`src/rtl/drp_rmw_sequencer.sv`:
```
// DRP read-modify-write sequencer: applies masked register updates under PLL reset, then waits for lock.
// Optional readback check of every write is enabled by defining DRP_READBACK_VERIFY_EN.
module drp_rmw_sequencer #(
  parameter int unsigned DRDY_TIMEOUT = 64,
  parameter int unsigned LOCK_TIMEOUT = 100000
) (
  input  logic        DCLK,
  input  logic        RST,
  input  logic        REQ_VALID,
  output logic        REQ_READY,
  input  logic [6:0]  REQ_ADDR,
  input  logic [15:0] REQ_MASK,
  input  logic [15:0] REQ_DATA,
  input  logic        REQ_LAST,
  output logic [6:0]  DADDR,
  output logic        DEN,
  output logic        DWE,
  output logic [15:0] DI,
  input  logic [15:0] DO,
  input  logic        DRDY,
  output logic        PLL_RST,
  input  logic        LOCKED,
  output logic        BUSY,
  output logic        DONE,
  output logic        ERROR
);

  localparam int unsigned CNT_MAX = (LOCK_TIMEOUT > DRDY_TIMEOUT) ? LOCK_TIMEOUT : DRDY_TIMEOUT;
  localparam int unsigned CNT_W   = $clog2(CNT_MAX + 4);
  localparam logic [CNT_W-1:0] DRDY_LAST = CNT_W'(DRDY_TIMEOUT - 1);
  localparam logic [CNT_W-1:0] LOCK_LAST = CNT_W'(LOCK_TIMEOUT - 1);
  localparam logic [CNT_W-1:0] LOCK_IGNORE = CNT_W'(2);

  localparam logic [3:0] S_IDLE      = 4'd0;
  localparam logic [3:0] S_ACCEPT    = 4'd1;
  localparam logic [3:0] S_RD        = 4'd2;
  localparam logic [3:0] S_RD_WAIT   = 4'd3;
  localparam logic [3:0] S_WR        = 4'd4;
  localparam logic [3:0] S_WR_WAIT   = 4'd5;
  localparam logic [3:0] S_LOCK_WAIT = 4'd6;
  localparam logic [3:0] S_DONE      = 4'd7;
  localparam logic [3:0] S_FAIL      = 4'd8;
`ifdef DRP_READBACK_VERIFY_EN
  localparam logic [3:0] S_VF        = 4'd9;
  localparam logic [3:0] S_VF_WAIT   = 4'd10;
`endif

  logic [3:0]       state, state_n;
  logic [CNT_W-1:0] cnt, cnt_n;
  logic [15:0]      mask_q, mask_n, data_q, data_n, di_n;
  logic             last_q, last_n;
  logic [6:0]       addr_n;
  logic             ready_n, den_n, dwe_n, pll_rst_n, busy_n, done_n, error_n;
  logic             vf_rd_n, vf_any_n, drdy_to, lock_to;

  always_ff @(posedge DCLK) begin
    if (RST) begin
      state     <= S_IDLE;
      cnt       <= '0;
      mask_q    <= '0;
      data_q    <= '0;
      last_q    <= 1'b0;
      DADDR     <= '0;
      DI        <= '0;
      REQ_READY <= 1'b0;
      DEN       <= 1'b0;
      DWE       <= 1'b0;
      PLL_RST   <= 1'b0;
      BUSY      <= 1'b0;
      DONE      <= 1'b0;
      ERROR     <= 1'b0;
    end else begin
      state     <= state_n;
      cnt       <= cnt_n;
      mask_q    <= mask_n;
      data_q    <= data_n;
      last_q    <= last_n;
      DADDR     <= addr_n;
      DI        <= di_n;
      REQ_READY <= ready_n;
      DEN       <= den_n;
      DWE       <= dwe_n;
      PLL_RST   <= pll_rst_n;
      BUSY      <= busy_n;
      DONE      <= done_n;
      ERROR     <= error_n;
    end
  end

  always_comb begin
    state_n  = state;
    mask_n   = mask_q;
    data_n   = data_q;
    last_n   = last_q;
    addr_n   = DADDR;
    di_n     = DI;
    vf_rd_n  = 1'b0;
    vf_any_n = 1'b0;
    drdy_to  = (DRDY_TIMEOUT != 0) && (cnt == DRDY_LAST);
    lock_to  = (LOCK_TIMEOUT != 0) && (cnt == LOCK_LAST);

    case (state)
      S_IDLE, S_ACCEPT: begin
        if (REQ_VALID && REQ_READY) begin
          addr_n  = REQ_ADDR;
          mask_n  = REQ_MASK;
          data_n  = REQ_DATA;
          last_n  = REQ_LAST;
          state_n = S_RD;
        end
      end
      S_RD: state_n = S_RD_WAIT;
      S_RD_WAIT: begin
        if (DRDY) begin
          di_n    = (DO & mask_q) | (data_q & ~mask_q);
          state_n = S_WR;
        end else if (drdy_to) begin
          state_n = S_FAIL;
        end
      end
      S_WR: state_n = S_WR_WAIT;
      S_WR_WAIT: begin
        if (DRDY) begin
`ifdef DRP_READBACK_VERIFY_EN
          state_n = S_VF;
`else
          state_n = last_q ? S_LOCK_WAIT : S_ACCEPT;
`endif
        end else if (drdy_to) begin
          state_n = S_FAIL;
        end
      end
`ifdef DRP_READBACK_VERIFY_EN
      S_VF: state_n = S_VF_WAIT;
      S_VF_WAIT: begin
        if (DRDY) begin
          if (DO != DI) state_n = S_FAIL;
          else          state_n = last_q ? S_LOCK_WAIT : S_ACCEPT;
        end else if (drdy_to) begin
          state_n = S_FAIL;
        end
      end
`endif
      // Lock seen within two cycles of reset release may be stale.
      S_LOCK_WAIT: begin
        if (LOCKED && (cnt >= LOCK_IGNORE)) state_n = S_DONE;
        else if (lock_to)                   state_n = S_FAIL;
      end
      S_DONE:  state_n = S_IDLE;
      S_FAIL:  state_n = S_FAIL;
      default: state_n = S_IDLE;
    endcase

    // Wait counter restarts on every state change and saturates.
    if (state_n != state) cnt_n = '0;
    else if (cnt == '1)   cnt_n = cnt;
    else                  cnt_n = cnt + CNT_W'(1);

`ifdef DRP_READBACK_VERIFY_EN
    vf_rd_n  = (state_n == S_VF);
    vf_any_n = (state_n == S_VF) || (state_n == S_VF_WAIT);
`endif

    error_n   = ERROR || (state_n == S_FAIL);
    ready_n   = ((state_n == S_IDLE) || (state_n == S_ACCEPT)) && !error_n;
    den_n     = (state_n == S_RD) || (state_n == S_WR) || vf_rd_n;
    dwe_n     = (state_n == S_WR);
    pll_rst_n = (state_n == S_ACCEPT) || (state_n == S_RD) || (state_n == S_RD_WAIT) ||
                (state_n == S_WR) || (state_n == S_WR_WAIT) || vf_any_n;
    busy_n    = pll_rst_n || (state_n == S_LOCK_WAIT);
    done_n    = (state_n == S_DONE);
  end

endmodule

```
`config.mk`:
```
export PLATFORM = sky130hd
export DESIGN_NAME = drp_rmw_sequencer
export DESIGN_NICKNAME = d
export VERILOG_FILES = /design/src/rtl/drp_rmw_sequencer.sv
export SDC_FILE = /design/constraint.sdc
export NUM_CORES = 1
export LEC_CHECK = 0
export ABC_AREA = 1
export BUFFER_PORTS_ARGS = -buffer_cell sky130_fd_sc_hd__buf_2
export CAP_MARGIN = 10
export CORE_AREA = 2 2 88 132
export CTS_CLUSTER_DIAMETER = 100
export DETAILED_ROUTE_END_ITERATION = 12
export DIE_AREA = 0 0 90 134
export GPL_TIMING_DRIVEN = 0
export PLACE_DENSITY = 0.61
export SETUP_SLACK_MARGIN = 0.1
export SYNTH_ARGS = -nofsm -noshare
export SYNTH_HDL_FRONTEND = slang
export SYNTH_SLANG_ARGS = --single-unit
```
`constraint.sdc`:
```
create_clock -name DCLK -period 2.8 [get_ports DCLK]
set_input_delay 0.42 -clock DCLK [delete_from_list [all_inputs] [get_ports DCLK]]
set_output_delay 0.42 -clock DCLK [all_outputs]
set_load 0.005 [all_outputs]
```
=== After elaboration in Yosys (flattened, before gate mapping) ===
Index checks and enable logic that the tools add are counted.
Widths: inputs -> output; s select.

* Flip-flop bits (word level): 84
* Bits in latches: 0
* Memory bits (writable): 0
* Memory bits (read-only): 0
* Output and inout port bits: 30
* Logic and storage cells: 65
* Memories kept: 0

* $add $sub $neg: 1
* Multiply operators: 0
* Div/mod/pow operators: 0
* Order comparisons: 1
* Equality and inequality tests: 19
* Shifts and indexed selects: 0
* Muxes and demuxes: 8
* Bitwise logic cells: 4
* Reductions and logical operators: 18

{| class="wikitable"
|+ Operator list
! kind !! number
|-
| $eq 17x17->1 const B || 2
|-
| $and 16x16->16 || 2
|-
| $eq 4x3->1 const B || 7
|-
| $pmux 4 s7 || 1
|-
| $mux 4 || 6
|-
| $add 17x1->17 const B || 1
|-
| $eq 17x6->1 const B || 1
|-
| $ge 17x2->1 const B || 1
|-
| $eq 4x2->1 const B || 4
|-
| $not 16->16 || 1
|-
| $or 16x16->16 || 1
|-
| $eq 4x1->1 const B || 2
|-
| $eq 4x4->1 const B || 2
|-
| $logic_not 4->1 || 2
|-
| $logic_or 1x1->1 || 8
|-
| $ne 4x4->1 || 1
|-
| $reduce_and 2->1 || 2
|-
| $reduce_or 2->1 || 2
|-
| $logic_and 1x1->1 || 3
|-
| $mux 3 || 1
|-
| $logic_not 1->1 || 1
|}

=== Logic depth before layout (Yosys ltp) ===
* Depth in word-level cells: 10
* Depth in mapped cells: 17
* Gate-level depth less buffers: 16

=== Least setup slack after synthesis ===
OpenSTA, ideal clock, no wires.

* Path kind: register -> register
* Start point: register cnt[0]
* End point: register cnt[15]
* Setup time: 0.120 ns
* Data arrival time: 2.350 ns
* Path slack: 0.330 ns
* Stages on the path, launching flop included: 14
* Clock period less this slack: 2.470 ns
* Cell sequence: dfxtp_1 > ha_1 > nand2_1 > nor2_2 > and3_1 > ha_1 > inv_1 > nand4_1 > nor3_1 > nand3_1 > nor3_1 > nand3_1 > xor2_1 > nor2_4

* Word-level cells in the longest chain between the ends: 6

{| class="wikitable"
|+ RTL lines
! element !! line !! source
|-
| start, declared || 49 || <nowiki>logic [CNT_W-1:0] cnt, cnt_n;</nowiki>
|-
| start signal, assigned || 74 || <nowiki>cnt <= cnt_n;</nowiki>
|-
| $ge 17x2->1 (tied with other cells) || 146 || <nowiki>if (LOCKED && (cnt >= LOCK_IGNORE)) state_n = S_DONE;</nowiki>
|-
| $logic_and 1x1->1 (tied with other cells) || 146 ||
|-
| $mux 4 (on tied branches) || 146, 114, 123 ||
|-
| $pmux 4 s7 || 102 || <nowiki>case (state)</nowiki>
|-
| $ne 4x4->1 || 155 || <nowiki>if (state_n != state) cnt_n = '0;</nowiki>
|-
| $reduce_or 2->1 (no source line) || -- ||
|}

Parallel ways exist; a longest one is shown, timed or not.
A chain may end at the register's enable or synchronous reset.

=== Worst setup path in the final report ===
Same ends and word-level chain as after synthesis.

==> results by group <==
Clock tree
  – Clock sinks: 84
  – Clock transition at path regs: 0.06 ns
  – Inserted Clock Buffers: 9
  – Maximum level of the CTS H-tree: 3
  – CTS max path bufs: 2
  – Root Driver: clkbuf_16
  – Worst-Skew Late Latency: between 0.3 and 0.4 ns
  – CTS tree: yes

STA
  – Crit path time final: 2.55 ns
  – RSZ-0062 raised after global routing: false
  – Clock Skew: approximately 0.0055 ns
  – Rel. slew slack: 56.9%
  – Fin Hold WS: 0.372 ns
  – Worst setup margin: around 0.25 ns
  – Final Cycle Share: approximately nine tenths
  – Fmax: 393 MHz
  – Final Hold Viols: 0
  – Worst slew pin tran: about 0.65 ns
  – Pins Over Slew Limit: 0
  – # setup viols final: 0

Routing
  – DRC: 0
  – Vias per Instance: approximately 4.6
  – Vias: between 3000 and 4000
  – DRT Wirelength: ~9.5 mm
  – Drt first pass iters: 4
  – DRT iter0 DRCs: between 100 and 150
  – Routed wire per std cell: around 13 µm
  – Remaining antenna violation count: 0

Layout
  – Final net count: between 600 and 700
  – Layout cell share with drive strength beyond 1: 24.6%
  – Ant diodes: 0
  – Area grow syn2layout: 26.5%
  – Sequential Area: between 1500 and 2000 µm²
  – Multi-input logic area: approximately 1700 µm²
  – Fillers: 1153

Worst setup path
  – CP startpoint kind: register
  – R2r worst-path depth: 13
  – CP arrival: 2.77 ns
  – RR Endpoint: cnt[15]
  – Crit-path slowest cell: dfxtp_1
  – Reg-to-reg slack, setup: around 0.25 ns
  – Worst path depth: 13
  – Crit path max fanout: 5
  – Critical Path End Type: register
  – RR Startpoint: cnt[0]
  – CP Cell Sequence: ha_2, nand2_1, nor2_2, and3_1, ha_2, inv_2, nand4_1, nor3_2, nand3_2, nor3_4, nand3_2, xor2_2, nor2_4
  – Required time of the critical path: slightly above 3 ns
  – Worst path max stage delay: ~0.34 ns
  – Buf+Inv Stages, Crit Path: 1
  – Crit path to: cnt[15]
  – Kind of critical path: reg -> reg
  – Setup crit start: cnt[0]
  – Top Family by Delay on Critical Path: simple AND/OR/NAND/NOR gates

Pwr
  – Total power: approximately 2.8 mW
  – Leakage: approximately 2 nW
  – Max VDD drop: 0.301 mV
  – Pwr Density: 593 nW/µm²

Die
  – Core area: about 11000 µm²
  – Die W: 90 µm
  – Starting Density: 34.1%
  – FP Rows: between 40 and 50
  – IO Count: 91
  – Die area: around 12000 µm²
  – Die span in y: approximately 130 µm

Run status
  – Status: finished clean

Min path
  – Hold path start: REQ_ADDR[0]
  – Min-Delay Path Class: in -> reg

Yosys
  – Adder-cell share of the synthesized area: about 1.0%
  – Post-synthesis sequential area ratio: between 40% and 50%
  – Synth area leaders: dfxtp_1, inv_1, a211oi_1
  – Simple-gate share of the synthesized area: 21.1%
  – Cells after synthesis: 491
  – FF+latch count, synth: 84
  – Synthesized area: 3730 µm²
  – EDFF count, synth: 0
  – Syn Nets: approximately 560
  – Main combinational cell family by area after synthesis: simple AND/OR/NAND/NOR gates
  – Post-synthesis xor/xnor area fraction: under 10%
  – Area leader, netlist: dfxtp_1
  – Yosys top cell area share: a little under half
  – Yosys warns: 0
  – Mux share of post-synthesis cell area: 0%
  – Synth cell types: 29
  – Ys async rst share: 0%
  – Top_reg_cell synth: dfxtp_1
  – Area fraction in compound gates after synthesis: between 10% and 20%
  – Post-Syn Area per Cell: about 7.6 µm²

Global route
  – Initial antenna violation count: 0
  – Largest net degree at the start of global routing: 16
  – Total grt overflow: 0
  – Number of global-route vias before repair: ~3400
  – Total GRT Usage: about 16%
  – First-pass GRT wire length: between 15 and 20 mm

Place
  – Input/output buffers: 90
  – HPWL after DPL: 7.18 mm
  – GP Congestion: 0.913
  – DP Worst Slack: -0.161 ns

Job
  – Number of max-cap violations: 0
[worst min-delay path, delay by kind of cell]
family	cells	cell delay, ns
buffers and inverters	1	0.07
AOI/OAI and AO/OA	2	0.17
[worst min-delay path by stage]
stage	cells after the start	slack (ns)	to
6_report	3	0.37	DADDR[0]
5_1_grt	3	0.38	mask_q[5]
4_1_cts	3	0.36	data_q[12]
3_5_place_dp	2	0.44	DADDR[2]
3_3_place_gp	2	0.43	DADDR[4]
2_1_floorplan	2	0.43	data_q[0]
[report_power, final]
group	internal [mW]	switching [mW]	total (mW)
Combinational	0.141	0.231	0.372
Sequential	1.27	0.0424	1.31
Clock	0.631	0.482	1.11
Total	2.04	0.756	2.80
[synthesized netlist by cell type, types with 2 or more instances]
library cell	count
nand3_2	3
xor2_1	10
xnor2_1	3
nor2_2	3
a211oi_1	32
nand2_1	49
or2_2	2
o21ai_0	46
nand2_2	5
nor3_1	5
clkbuf_1	17
inv_2	2
nor2_1	56
nor2_4	10
nand3_1	17
dfxtp_1	84
buf_2	2
ha_1	3
nand4_1	7
inv_1	83
a21oi_1	44
[cells by family after synthesis]
logic type                 count (synthesis)
AOI/OAI and AO/OA                        123
xor gates and xnor gates                  13
adders and majority gates                  3
buffers and inverters                    106
DFF                                       84
and+or+nand+nor                          162
[metal layers]
layer	share of wire, %	wire length, µm	vias up	track usage (%)
met4	1.9	182	0	6.24
li1	-	-	1788	-
met5	0	0	-	0
met1	40	3810	1569	16.8
met2	53	4990	86	29.4
met3	5.3	505	13	4.16
[cells in the final DEF, fill, tap and decap left out, drive strengths merged, types with 3 or more instances in the layout]
cell,synthesis,final
buf,3,97
inv,85,87
dfxtp,84,84
nor2,69,69
nand2,54,54
o21ai,46,46
a21oi,45,45
a211oi,32,32
clkbuf,17,27
nand3,20,20
xor2,10,10
nand4,7,7
nor3,6,6
xnor2,3,3
ha,3,3
clkinv,1,3
[stage by stage]
stage          instance area, µm²  util [%]  TNS, ns  std cells
2_1_floorplan                3730         -        0        491
5_1_grt                      4720      43.2        0        748
6_report                     4720      43.2        0        748
4_1_cts                      4670      42.7        0        745
3_3_place_gp                 4370      39.9   -0.132        728
3_5_place_dp                 4370      39.9   -0.184        728
[registers in the layout (all words and copies together), names as in the netlist]
name and flops:
BUSY 1, DADDR 7, DEN 1, DI 16
DONE 1, DWE 1, ERROR 1, PLL_RST 1
REQ_READY 1, cnt 17, data_q 16, last_q 1
mask_q 16, state 4
[timing repair]
action | 4_1_cts | 5_1_grt
gates cloned | 0 | 0
pin swaps | 0 | 4
hold buffers | 0 | 0
setup buffers | 1 | 3
setup endpoints to repair | 2 | 3
resized for setup | 2 | 7
[area by class of cell]
class | count | share of cell area [%]
Multi-Input combinational cell | 301 | 35.6
Tap cell | 147 | 3.90
Buffer | 20 | 1.88
Timing Repair Buffer | 94 | 10.2
Inverter | 86 | 6.84
Clock inverter | 6 | 0.980
Sequential cell | 84 | 35.6
Clock buffer | 10 | 5.06
No activity file was read; power rests on OpenSTA's default activity.
